===== src/rtl/zx_kbd_spi_matrix.sv =====
// ZX keyboard SPI slave: receives 48-bit key/status frames and serves the
// active-low 8x5 matrix to the port #FE read path, plus decoded control bits.
module zx_kbd_spi_matrix #(
    parameter int unsigned FRAME_BITS  = 48,
    parameter int unsigned SYNC_STAGES = 2
) (
    input  logic       CLK_14MHZ,
    input  logic       CPU_RESET,
    input  logic       KBD_CS,
    input  logic       KBD_CLK,
    input  logic       KBD_DI,
    input  logic [7:0] A_HI,
    output logic [4:0] KD,
    output logic       KBD_MAGIC,
    output logic       KBD_RESET_REQ,
    output logic       KBD_TURBO,
    output logic       FRAME_OK,
    output logic       FRAME_ERR
);

    localparam int unsigned KEYS   = FRAME_BITS - 8;
    localparam int unsigned CNT_W  = $clog2(FRAME_BITS + 2);
    localparam int unsigned WAIT_W = $clog2(SYNC_STAGES + 1);
    localparam logic [CNT_W-1:0]  CNT_FULL = CNT_W'(FRAME_BITS);
    localparam logic [CNT_W-1:0]  CNT_SAT  = CNT_W'(FRAME_BITS + 1);
    localparam logic [WAIT_W-1:0] WAIT_MAX = WAIT_W'(SYNC_STAGES);

    typedef enum logic [1:0] {
        WAIT_IDLE,
        IDLE,
        SHIFT,
        CHECK
    } state_t;

    logic [SYNC_STAGES-1:0] cs_sync_q;
    logic [SYNC_STAGES-1:0] clk_sync_q;
    logic [SYNC_STAGES-1:0] di_sync_q;
    logic                   clk_prev_q;

    logic cs_s;
    logic clk_s;
    logic di_s;
    logic clk_rise;

    state_t               state_q,  state_d;
    logic [CNT_W-1:0]     cnt_q,    cnt_d;
    logic [FRAME_BITS-1:0] sr_q,    sr_d;
    logic [WAIT_W-1:0]    wait_q,   wait_d;
    logic [KEYS-1:0]      key_q,    key_d;
    logic                 magic_q,  magic_d;
    logic                 rreq_q,   rreq_d;
    logic                 turbo_q,  turbo_d;
    logic                 ok_q,     ok_d;
    logic                 err_q,    err_d;

    always_ff @(posedge CLK_14MHZ or negedge CPU_RESET) begin
        if (!CPU_RESET) begin
            cs_sync_q  <= '1;
            clk_sync_q <= '0;
            di_sync_q  <= '0;
            clk_prev_q <= 1'b0;
        end else begin
            cs_sync_q  <= {cs_sync_q[SYNC_STAGES-2:0], KBD_CS};
            clk_sync_q <= {clk_sync_q[SYNC_STAGES-2:0], KBD_CLK};
            di_sync_q  <= {di_sync_q[SYNC_STAGES-2:0], KBD_DI};
            clk_prev_q <= clk_s;
        end
    end

    assign cs_s     = cs_sync_q[SYNC_STAGES-1];
    assign clk_s    = clk_sync_q[SYNC_STAGES-1];
    assign di_s     = di_sync_q[SYNC_STAGES-1];
    assign clk_rise = clk_s & ~clk_prev_q;

    always_ff @(posedge CLK_14MHZ or negedge CPU_RESET) begin
        if (!CPU_RESET) begin
            state_q <= WAIT_IDLE;
            cnt_q   <= '0;
            sr_q    <= '0;
            wait_q  <= '0;
            key_q   <= '1;
            magic_q <= 1'b0;
            rreq_q  <= 1'b0;
            turbo_q <= 1'b0;
            ok_q    <= 1'b0;
            err_q   <= 1'b0;
        end else begin
            state_q <= state_d;
            cnt_q   <= cnt_d;
            sr_q    <= sr_d;
            wait_q  <= wait_d;
            key_q   <= key_d;
            magic_q <= magic_d;
            rreq_q  <= rreq_d;
            turbo_q <= turbo_d;
            ok_q    <= ok_d;
            err_q   <= err_d;
        end
    end

    always_comb begin
        state_d = state_q;
        cnt_d   = cnt_q;
        sr_d    = sr_q;
        wait_d  = wait_q;
        key_d   = key_q;
        magic_d = magic_q;
        rreq_d  = rreq_q;
        turbo_d = turbo_q;
        ok_d    = 1'b0;
        err_d   = 1'b0;

        case (state_q)
            // The CS synchroniser resets high, so its output is trusted only
            // once real pin samples have flushed through every stage.
            WAIT_IDLE: begin
                if (wait_q != WAIT_MAX) begin
                    wait_d = wait_q + 1'b1;
                end else if (cs_s) begin
                    state_d = IDLE;
                end
            end
            IDLE: begin
                if (!cs_s) begin
                    cnt_d   = '0;
                    sr_d    = '0;
                    state_d = SHIFT;
                end
            end
            SHIFT: begin
                if (clk_rise) begin
                    sr_d = {sr_q[FRAME_BITS-2:0], di_s};
                    if (cnt_q != CNT_SAT) begin
                        cnt_d = cnt_q + 1'b1;
                    end
                end
                if (cs_s) begin
                    state_d = CHECK;
                end
            end
            CHECK: begin
                if (cnt_q == CNT_FULL) begin
                    for (int unsigned k = 0; k < KEYS; k++) begin
                        key_d[k] = sr_q[FRAME_BITS-1-k];
                    end
                    magic_d = sr_q[7];
                    rreq_d  = sr_q[6];
                    turbo_d = sr_q[5];
                    ok_d    = 1'b1;
                end else begin
                    err_d = 1'b1;
                end
                state_d = IDLE;
            end
            default: state_d = WAIT_IDLE;
        endcase
    end

    // Selected rows are wired-ANDed; key_q[5*r + c] holds row r, column c.
    always_comb begin
        KD = '1;
        for (int unsigned r = 0; r < 8; r++) begin
            if (!A_HI[r]) begin
                KD = KD & key_q[5*r +: 5];
            end
        end
    end

    assign KBD_MAGIC     = magic_q;
    assign KBD_RESET_REQ = rreq_q;
    assign KBD_TURBO     = turbo_q;
    assign FRAME_OK      = ok_q;
    assign FRAME_ERR     = err_q;

endmodule


===== config.mk =====
export PLATFORM = sky130hd
export DESIGN_NAME = zx_kbd_spi_matrix
export DESIGN_NICKNAME = d
export VERILOG_FILES = /design/src/rtl/zx_kbd_spi_matrix.sv
export SDC_FILE = /design/constraint.sdc
export NUM_CORES = 1
export LEC_CHECK = 0
export CELL_PAD_IN_SITES_DETAIL_PLACEMENT = 0
export CELL_PAD_IN_SITES_GLOBAL_PLACEMENT = 2
export CORE_ASPECT_RATIO = 1.2
export CORE_MARGIN = 3
export CORE_UTILIZATION = 43
export CTS_BUF_LIST = sky130_fd_sc_hd__clkbuf_4
export DETAILED_ROUTE_END_ITERATION = 7
export PLACE_DENSITY = 0.83
export REMOVE_ABC_BUFFERS = 1
export SKIP_CTS_REPAIR_TIMING = 1
export SLEW_MARGIN = 20
export SYNTH_ARGS = -nofsm -noshare
export SYNTH_HDL_FRONTEND = slang
export SYNTH_SLANG_ARGS = --single-unit

===== constraint.sdc =====
create_clock -name CLK_14MHZ -period 1.96 [get_ports CLK_14MHZ]
set_clock_uncertainty 0.15 [all_clocks]
set_input_delay 0.392 -clock CLK_14MHZ [delete_from_list [all_inputs] [get_ports CLK_14MHZ]]
set_output_delay 0.392 -clock CLK_14MHZ [all_outputs]
set_load 0.1 [all_outputs]

==> summary.txt, run 1 <==
Cells and area
  – Fin nets: approximately 480
  – Design area: 6280 um2
  – Share of layout cells above drive strength 1: 0.535
  – Layout area overhead: 32.8%
  – Antenna Cells: 0

STA
  – Slew margin rel.: 0.708
  – Final slew viol count: 0
  – Crit path time final: 2.35 ns
  – Fin crit share: 1.20
  – Worst slew pin tran: 0.437 ns
  – Maximum clock rate: 425 MHz
  – RSZ-0062 raised after global routing: true
  – Worst setup margin: -0.392 ns
  – Final Hold Fails: 0
  – Setup violations, final: 43

Run status
  – Failing checks: setup timing
  – Status: complete, but fails checks

Flow run
  – MaxCap Viol Count: 0

Synth
  – Synth async-reset ratio: 1.00
  – Area share of the largest cell type after synthesis: 0.360
  – Post-synth EDFFs: 0
  – Main area contributors after synthesis: dfrtp_1 36%, dfstp_2 23%, mux2_4 12%
  – Synth Cell Area: 4730 um2
  – Part of the Yosys area used for sequential elements: 0.593
  – Mapped Cells: 402
  – Dominant synthesized flop cell: dfrtp_1
  – Register bit total from synthesis: 110
  – Syn_area_per_cell: 11.8 um2
  – Synth area leader: dfrtp_1
  – YS warnings: 0
  – Synth unique cells: 36

GRT
  – Vias in the first global route: between 2000 and 3000
  – Gr usage total: 0.161
  – First-pass GRT wire length: ~15000 um
  – Remaining global-route overflow: 0
  – Initial antenna violation count: 0
  – Largest net degree at the start of global routing: 50

Critical path
  – Critical path buffers and inverters: 2
  – Slowest CP cell: dfstp_2
  – Startpoint types: flop
  – Top delay family on crit path: flip-flops
  – WS Path Type: flop to output port
  – WP data required: 1.42 ns
  – CP cell instances: o22ai_1 > nor4_2 > buf_4 > buf_12
  – Worst-path fanout max: 2
  – Worst Setup End Kind: output port
  – CP arrival: between 1.5 and 2 ns
  – Max incr delay on CP: about 0.58 ns

Floorplan
  – Initial core utilization: 0.445
  – Rows: 41
  – Die Footprint: 12300 um2
  – Top-level I/O count: 23
  – Die W: between 100 and 150 um
  – Chip height: 121 um
  – Core area: 10600 um2

Route
  – Final wirelength: about 12000 um
  – Residual DRC count: 0
  – DRT Pass-1 Iters: 4
  – Initial drt markers: 120
  – Via Count: 3233
  – WL/cell: approximately 19 um
  – DR vias/cell: 5.42
  – ANT nets after route: 0

Clocking
  – Clock latency on the worst-skew pair: 0.48 ns
  – CTS tree: built
  – Clock slew at reported path FFs: 0.17 ns
  – Num CTS Buffers: 9
  – Max H-tree Level: 3
  – Clk buf depth: 2
  – Sink Count: 110
  – Clock root buffer: clkbuf_4

Placement
  – Placed Area: 5280 um2
  – Place WS: -0.410 ns
  – IO buf count: 22
  – Final HPWL DP: 6140 um
  – RD Place Congestion: around 0.73

Hold path
  – Worst hold path type: primary input to flop

Power
  – P per Cell Area: 1160 nW/um2
  – Leakage: 2.86 nW
  – Peak VDD IR: slightly below 0.6 mV
==> cells in the mapped netlist, types with 2 or more instances <==
library cell and number:
nand2_1 102, dfrtp_1 68, o21ai_0 51, dfstp_2 42, mux2_4 39, o22ai_1 20, clkbuf_1 11, inv_1 9
ha_1 8, buf_2 6, nor4_1 5, buf_6 4, mux2_2 4, nor2_1 4, nand3_1 3, nor2b_1 3
a32o_1 2, mux2i_1 2, o211ai_1 2
==> cells by family (layout without fill, tap and decap cells) <==
logic type | count (synthesis) | in the layout | share of synthesized area
and+or+nand+nor | 126 | 126 | 0.116
DFF | 110 | 110 | 0.593
AOI/OAI and AO/OA | 82 | 82 | 0.0987
muxes | 45 | 45 | 0.138
buffers and inverters | 30 | 95 | 0.0318
adders and majority gates | 8 | 8 | 0.0212
xor gates and xnor gates | 1 | 1 | 0.00185
==> placed cells by master, fill, tap and decap left out, types with 2 or more instances in the layout <==
cell	count
buf_12	16
a32o_1	2
nor2b_1	3
mux2_2	4
buf_8	6
inv_2	2
o22ai_2	5
inv_1	6
o211ai_1	2
ha_1	5
o21ai_1	17
o21ai_0	2
buf_6	3
nand2_4	16
nor2_1	4
clkdlybuf4s50_1	10
clkinv_4	2
mux2_4	39
clkinv_1	3
nand3_1	3
buf_4	23
nand2_2	28
mux2i_1	2
clkbuf_16	9
nor4_2	4
o22ai_1	15
nand2_1	60
o21ai_2	32
dfrtp_1	68
ha_4	3
dfstp_2	42
clkbuf_4	10
==> report_power, final <==
group / internal [W] / leakage [nW] / switching (W)
Clock: 0.000274 / 0.0635 / 0.000758
Sequential: 0.00233 / 1.36 / 0.0000494
Combinational: 0.00183 / 1.44 / 0.00204
==> layout make-up <==
type,instances,area [um2]
well taps,129,161
inverters,9,36.3
clock buffers,10,75.1
multi-input cells,262,2170
flip-flops and latches,110,2810
repair buffers,70,992
fillers,850,4340
clock inverters,6,37.5
==> worst register-to-register path: stages, from the launching register on <==
cell and delay (ns):
dfrtp_1 0.45, inv_2 0.12, ha_4 0.15, inv_4 0.03
o211ai_1 0.37, buf_4 0.24, clkbuf_16 0.18, buf_8 0.14
nand2_2 0.05, o21ai_1 0.08
==> registers in the layout, indices dropped and copies added (netlist names) <==
| name | count |
|---|---|
| clk_prev_q | 1 |
| cnt_q | 6 |
| di_sync_q | 2 |
| key_q | 40 |
| KBD_MAGIC | 1 |
| cs_sync_q | 2 |
| KBD_RESET_REQ | 1 |
| KBD_TURBO | 1 |
| FRAME_OK | 1 |
| clk_sync_q | 2 |
| sr_q | 48 |
| FRAME_ERR | 1 |
| state_q | 2 |
| wait_q | 2 |
==> routing by layer <==
| layer | vias to the layer above | global-route usage | wire, um |
|---|---|---|---|
| li1 | 1497 | - | - |
| met1 | 1676 | 0.230 | 5170 |
| met2 | 39 | 0.234 | 5860 |
| met3 | 21 | 0.0247 | 197 |
| met4 | 0 | 0.0906 | 340 |
| met5 | - | 0 | 0 |
==> final timing paths <==
kind	startpoint	endpoint	slack (ns)	depth (start not counted)
max reg2reg	state_q[0]	sr_q[11]	-0.09	9
min in group asynchronous	CPU_RESET	sr_q[39]	0.23	2
max in group asynchronous	CPU_RESET	key_q[31]	0.79	3
max	key_q[29]	KD[4]	-0.39	4
min	KBD_CS	cs_sync_q[0]	0.15	1
min reg2reg	di_sync_q[0]	di_sync_q[1]	0.22	0
==> metrics by stage <==
stage / TNS (ns) / instances / hold slack, ns / total power (W) / utilization
after floorplan: -209.74 / 381 / -0.0536 / 0.00299 / -
after global placement: -1.77 / 549 / 0.182 / 0.00376 / 0.498
final: -3.01 / 596 / 0.146 / 0.00728 / 0.591
after CTS: -2.15 / 565 / -0.337 / 0.00479 / 0.508
after detailed placement: -1.83 / 549 / 0.187 / 0.00377 / 0.498
after global routing: -8.50 / 596 / 0.144 / 0.00754 / 0.591
No activity file was read; power rests on OpenSTA's default activity.
==> run 2, diff against run 1 <==
CORE_ASPECT_RATIO = 0.6   (was 1.2)
==> run 2 against run 1 <==
Net effect:
- the flow still finishes with violations (setup timing)
- flip-flop and latch count stayed put
- hold slack got worse by 0.0037 ns
- die area rose by 0.29%
- cell area shrank 8.9%
- via count is 5.5% lower
- non-clock buffer count is 12 lower
- power fell by 26%
- global-route usage is 0.24 points higher
- cell count shrank 1.0%
- sequential power barely moved
- clock-buffer cell count decreased by 1
- register-to-register slack better by 0.06 ns
- largest cell class unchanged
==> summary.txt, run 2 (synthesis gave the netlist of run 1 again) <==
Run status
  – Status: complete, but fails checks (unchanged)
  – Failing checks: setup timing (unchanged)

Floorplan
  – Die Footprint: 12300 um2 (about the same)
  – Chip height: 87.2 um (was 121 um)
  – Initial core utilization: 0.461 (was 0.445)
  – Core area: 10300 um2 (was 10600 um2)
  – Top-level I/O count: 23 (unchanged)
  – Rows: 28 (was 41)
  – Die W: 141 um (was 102 um)

Clocking
  – Sink Count: 110 (unchanged)
  – Num CTS Buffers: 9 (unchanged)
  – Clk buf depth: 2 (unchanged)
  – Clock latency on the worst-skew pair: 0.48 ns (about the same)
  – Clock root buffer: clkbuf_4 (unchanged)
  – Clock slew at reported path FFs: 0.17 ns (about the same)
  – CTS tree: built (unchanged)
  – Max H-tree Level: 3 (unchanged)

Placement
  – Final HPWL DP: 6220 um (was 6140 um)
  – RD Place Congestion: 0.875 (was 0.725)
  – IO buf count: 22 (unchanged)
  – Placed cells: 555 (was 549)
  – Place WS: -0.349 ns (was -0.410 ns)

Cells and area
  – Fin nets: 471 (was 483)
  – Most common cell after layout, fill and taps aside: nand2_1 (was dfrtp_1)
  – Reg with most FFs: sr_q (unchanged)
  – Register area: 2810 um2 (unchanged)
  – Area taken by multi-input logic gates: 1860 um2 (was 2170 um2)
  – Share of layout cells above drive strength 1: 0.358 (was 0.535)
  – Largest register FFs: 48 (unchanged)
  – Antenna Cells: 0 (unchanged)
  – Non-filler instance count after layout: 590 (was 596)
  – Layout area overhead: 21.0% (was 32.8%)
  – Top Registers: sr_q x48, key_q x40, cnt_q x6 (unchanged)
  – Filler cell count: 875 (was 850)
  – Most frequent cells in the layout: 102 x nand2_1, 68 x dfrtp_1, 51 x o21ai_0 (was 68 x dfrtp_1, 60 x nand2_1, 42 x dfstp_2)

Critical path
  – Worst-path fanout max: 2 (unchanged)
  – Worst R2R Start: state_q[1] (was state_q[0])
  – WP data required: 1.42 ns (about the same)
  – Worst reg-to-reg setup slack: -0.03 ns (was -0.09 ns)
  – Crit Reg-Reg Endpoint: cnt_q[5] (was sr_q[11])
  – CP arrival: 1.84 ns (was 1.81 ns)
  – WS Path Type: flop to output port (unchanged)
  – Startpoint types: flop (unchanged)
  – Worst Setup End Kind: output port (unchanged)
  – R2R depth: 7 (was 9)

Route
  – Initial drt markers: 173 (was 120)
  – ANT nets after route: 0 (unchanged)
  – Via Count: 3055 (was 3233)
  – Residual DRC count: 0 (unchanged)
  – DR vias/cell: 5.18 (was 5.42)
  – WL/cell: 16.9 um (was 19.4 um)
  – DRT Pass-1 Iters: 4 (unchanged)
  – Final wirelength: 9960 um (was 11600 um)

STA
  – Slew margin rel.: 0.716 (was 0.708)
  – Fin crit share: 1.21 (was 1.20)
  – Worst slew pin tran: 0.426 ns (was 0.437 ns)
  – Setup tns final: -1.98 ns (was -3.01 ns)
  – Setup violations, final: 6 (was 43)
  – Maximum clock rate: 420 MHz (was 425 MHz)
  – RSZ-0062 raised after global routing: true (unchanged)
  – Crit path time final: 2.38 ns (was 2.35 ns)
  – Worst setup margin: -0.419 ns (was -0.392 ns)
  – Final slew viol count: 0 (unchanged)
  – Final Hold Fails: 0 (unchanged)

GRT
  – Remaining global-route overflow: 0 (unchanged)
  – Largest net degree at the start of global routing: 97 (was 50)
  – First-pass GRT wire length: 15500 um (was 15300 um)
  – Vias in the first global route: 2896 (was 2931)
  – Initial antenna violation count: 0 (unchanged)
  – Gr usage total: 0.164 (was 0.161)

Hold path
  – Hold Path Origin: KBD_CS (unchanged)
  – Worst hold path type: primary input to flop (unchanged)
  – Hold Crit Depth: 1 (unchanged)
  – Hold EP: cs_sync_q[0] (unchanged)

Power
  – Clock network fraction of total power: 0.220 (was 0.142)
  – Internal power: 0.00347 W (was 0.00443 W)
  – Peak VDD IR: 0.597 mV (was 0.590 mV)
  – Reg power frac: 0.439 (was 0.327)
  – Combinational share of power: 0.341 (was 0.531)
  – Net Switching: 0.00195 W (was 0.00284 W)
  – P per Cell Area: 947 nW/um2 (was 1160 nW/um2)
  – Leakage: 2.54 nW (was 2.86 nW)
  – Switching Fraction: 0.359 (was 0.391)

Flow run
  – MaxCap Viol Count: 0 (unchanged)
[run 2: changes by cell type in the layout (fill, tap and decap cells not counted), sizes merged]
| cell | before | now |
|---|---|---|
| inv | 10 | 12 |
| buf | 49 | 45 |
| clkdlybuf4s50 | 10 | 11 |
| clkinvlp | 0 | 1 |
| clkbuf | 19 | 10 |
| clkinv | 5 | 2 |
| dlymetal6s2s | 1 | 0 |
| bufinv | 0 | 1 |
[run 2: layer usage]
metal  routed length (um)  GRT usage
met1                 5330      0.251
met4                  160     0.0462
met3                  342     0.0472
met5                    0          0
met2                 4130      0.225
[run 2: cell type report]
type                            instances  share of cell area
Multi-Input combinational cell        262               0.325
Clock inverter                          7              0.0136
Inverter                                9             0.00590
Timing Repair Buffer                   58               0.124
Tap cell                              135              0.0295
Sequential cell                       110               0.490
Clock buffer                            9              0.0118
[run 2: per-stage QoR]
stage / power [W] / utilization / hold WS, ns / instance area (um2)
global placement: 0.00369 / 0.515 / 0.186 / 5290
finish: 0.00542 / 0.558 / 0.142 / 5720
global route: 0.00574 / 0.558 / 0.102 / 5720
CTS: 0.00490 / 0.530 / -0.332 / 5440
detailed placement: 0.00369 / 0.515 / 0.190 / 5290
floorplan: 0.00299 / - / -0.0536 / 4610
[run 2: critical path, cell delays in order, from the launching register on]
cell,delay (ns)
dfstp_2,0.58
o22ai_1,0.09
nor4_1,0.33
buf_4,0.18
buf_12,0.16
[run 2: worst max-delay path by stage]
stage	from	to	slack [ns]	cells past startpoint
after detailed placement	A_HI[0]	KD[4]	-0.35	5
after CTS	key_q[34]	KD[4]	-0.45	4
final	key_q[21]	KD[1]	-0.42	4
after global placement	A_HI[1]	KD[2]	-0.30	5
after global routing	key_q[21]	KD[1]	-0.52	4
after floorplan	state_q[0]	cnt_q[3]	-4.08	6
[run 2: power groups by stage]
stage | logic [W] | clock network (W) | registers (W)
floorplan | 0.000514 | 0 | 0.00247
global placement | 0.00128 | 0 | 0.00240
detailed placement | 0.00129 | 0 | 0.00241
CTS | 0.00129 | 0.00124 | 0.00237
global route | 0.00202 | 0.00133 | 0.00238
finish | 0.00185 | 0.00119 | 0.00238
==> run 3, diff against run 2 <==
CORE_UTILIZATION = 45   (was 43)
CTS_CLUSTER_DIAMETER = 200   (was default)
DONT_BUFFER_PORTS = 1   (was default)
PLACE_DENSITY = 0.82   (was 0.83)
==> run 3 against run 2 <==
Net effect:
- the flow finishes with violations (hold timing, setup timing)
- register-to-register slack improved by 0.12 ns
- hold slack got worse by 0.69 ns
- critical path depth fell by 1
- non-clock buffer count fell by 25
- worst setup slack improved by 0.070 ns
- routed wire length fell by 1.4%
- core utilization fell by 1.2 points
- sequential power barely moved
- flip-flop and latch count did not move
- via count fell by 4.4%
- die area fell by 4.2%
- first-iteration DRC count rose by 19%
- largest cell class unchanged
- largest power group unchanged
==> summary.txt, run 3 (synthesis gave the netlist of run 1 again) <==
Critical path
  – WS Path Type: flop to output port (unchanged)
  – CP cell instances: o22ai_4 > nor4_4 > clkbuf_16 (was o22ai_1 > nor4_1 > buf_4 > buf_12)
  – Worst-path fanout max: 2 (unchanged)
  – Critical path startpoint: key_q[38] (was key_q[21])
  – Top delay family on crit path: flip-flops (unchanged)
  – Worst R2R Start: state_q[1] (unchanged)
  – WP data required: 1.42 ns (about the same)
  – Critical path buffers and inverters: 1 (was 2)
  – Worst Setup End Kind: output port (unchanged)
  – Max incr delay on CP: 0.60 ns (was 0.58 ns)
  – CP arrival: 1.77 ns (was 1.84 ns)
  – Slowest CP cell: dfstp_2 (unchanged)
  – Startpoint types: flop (unchanged)

STA
  – Maximum clock rate: 433 MHz (was 420 MHz)
  – Worst slew pin tran: 0.508 ns (was 0.426 ns)
  – Setup tns final: -1.61 ns (was -1.98 ns)
  – Fin crit share: 1.18 (was 1.21)
  – Hold_ws: -0.546 ns (was 0.142 ns)
  – Worst setup margin: -0.349 ns (was -0.419 ns)
  – Crit path time final: 2.31 ns (was 2.38 ns)
  – RSZ-0062 raised after global routing: true (unchanged)
  – Final Hold Fails: 110 (was 0)
  – Setup violations, final: 5 (was 6)
  – Final slew viol count: 0 (unchanged)
  – Slew margin rel.: 0.662 (was 0.716)

Cells and area
  – Most common cell after layout, fill and taps aside: nand2_1 (unchanged)
  – Fin nets: 446 (was 471)
  – Util after Layout: 0.546 (was 0.558)
  – Largest register FFs: 48 (unchanged)
  – Reg with most FFs: sr_q (unchanged)
  – Most frequent cells in the layout: 102 x nand2_1, 65 x dfrtp_1, 51 x o21ai_0 (was 102 x nand2_1, 68 x dfrtp_1, 51 x o21ai_0)
  – Layout area overhead: 16.0% (was 21.0%)
  – Antenna Cells: 0 (unchanged)
  – Non-filler instance count after layout: 565 (was 590)
  – Top Registers: sr_q x48, key_q x40, cnt_q x6 (unchanged)
  – Share of layout cells above drive strength 1: 0.363 (was 0.358)

Placement
  – Placed cells: 535 (was 555)
  – IO buf count: 0 (was 22)
  – Place WS: 0.0420 ns (was -0.349 ns)
  – Final HPWL DP: 6120 um (was 6220 um)
  – RD Place Congestion: 0.778 (was 0.875)

Route
  – Met3 WL: 304 um (was 342 um)
  – Initial drt markers: 206 (was 173)
  – Top Metal Used: met4 (unchanged)
  – M1 WL: 5170 um (was 5330 um)
  – WL/cell: 17.4 um (was 16.9 um)
  – Met2 wire len: 4290 um (was 4130 um)
  – DR vias/cell: 5.17 (was 5.18)
  – Residual DRC count: 0 (unchanged)
  – Final wirelength: 9830 um (was 9960 um)
  – DRT Pass-1 Iters: 4 (unchanged)
  – ANT nets after route: 0 (unchanged)
  – Via Count: 2920 (was 3055)

Power
  – Reg power frac: 0.476 (was 0.439)
  – Internal power: 0.00322 W (was 0.00347 W)
  – Overall power: 0.00498 W (was 0.00542 W)
  – Clock network fraction of total power: 0.209 (was 0.220)
  – Switching Fraction: 0.354 (was 0.359)
  – Peak VDD IR: 0.390 mV (was 0.597 mV)
  – Combinational share of power: 0.315 (was 0.341)
  – Net Switching: 0.00176 W (was 0.00195 W)
  – Leakage: 2.41 nW (was 2.54 nW)
  – P per Cell Area: 907 nW/um2 (was 947 nW/um2)

GRT
  – Remaining global-route overflow: 0 (unchanged)
  – First-pass GRT wire length: 15900 um (was 15500 um)
  – Largest net degree at the start of global routing: 111 (was 97)
  – Vias in the first global route: 2855 (was 2896)
  – Gr usage total: 0.171 (was 0.164)
  – Initial antenna violation count: 0 (unchanged)

Run status
  – Failing checks: hold timing, setup timing (was setup timing)
  – Status: complete, but fails checks (unchanged)

Floorplan
  – Die Footprint: 11800 um2 (was 12300 um2)
  – Chip height: 85.4 um (was 87.2 um)
  – Initial core utilization: 0.470 (was 0.461)
  – Core area: 10100 um2 (was 10300 um2)
  – Rows: 28 (unchanged)
  – Die W: 138 um (was 141 um)
  – Top-level I/O count: 23 (unchanged)

Clocking
  – Num CTS Buffers: 9 (unchanged)
  – Clk buf depth: 2 (unchanged)
  – Max H-tree Level: 3 (unchanged)
  – Clock latency on the worst-skew pair: 0.48 ns (about the same)
  – Clock root buffer: clkbuf_4 (unchanged)
  – CTS tree: built (unchanged)
  – Sink Count: 110 (unchanged)
  – Clock slew at reported path FFs: 0.18 ns (was 0.17 ns)

Flow run
  – MaxCap Viol Count: 0 (unchanged)

Hold path
  – Worst hold path type: primary input to asynchronous set/reset pin (was primary input to flop)
-- run 3: metal layers --
metal	global-route usage	vias to the layer above
li1	-	1428
met1	0.266	1458
met2	0.228	28
met3	0.0490	6
met4	0.0493	0
met5	0	-
-- run 3: area by class of cell --
cell class | count | area [um2]
Fill cell | 859 | 4570
Sequential cell | 110 | 2810
Multi-Input combinational cell | 262 | 1960
Timing Repair Buffer | 33 | 397
Tap cell | 135 | 169
Clock buffer | 11 | 82.6
Clock inverter | 5 | 35.0
Inverter | 9 | 33.8
-- run 3: worst paths after layout --
kind / to / slack, ns / cells past startpoint
max in group asynchronous: cs_sync_q[0] / 1.94 / 0
setup reg to reg: cnt_q[5] / 0.09 / 7
setup / recovery: KD[3] / -0.35 / 3
hold / removal: sr_q[32] / -0.55 / 0
min in group CLK_14MHZ: cs_sync_q[1] / 0.21 / 0
hold reg to reg: cs_sync_q[1] / 0.21 / 0
-- run 3: metrics by stage --
step | hold slack (ns) | instance area (um2)
global placement | -0.0500 | 5070
CTS | -0.600 | 5190
finish | -0.546 | 5490
floorplan | -0.0536 | 4610
global route | -0.619 | 5490
detailed placement | -0.0492 | 5070
-- run 3: power by group through the flow --
stage	clock, W	combinational (W)	sequential (W)
2_1_floorplan	0	0.000514	0.00247
3_3_place_gp	0	0.00124	0.00240
3_5_place_dp	0	0.00126	0.00240
4_1_cts	0.00108	0.00126	0.00236
5_1_grt	0.00119	0.00171	0.00237
6_report	0.00104	0.00157	0.00237
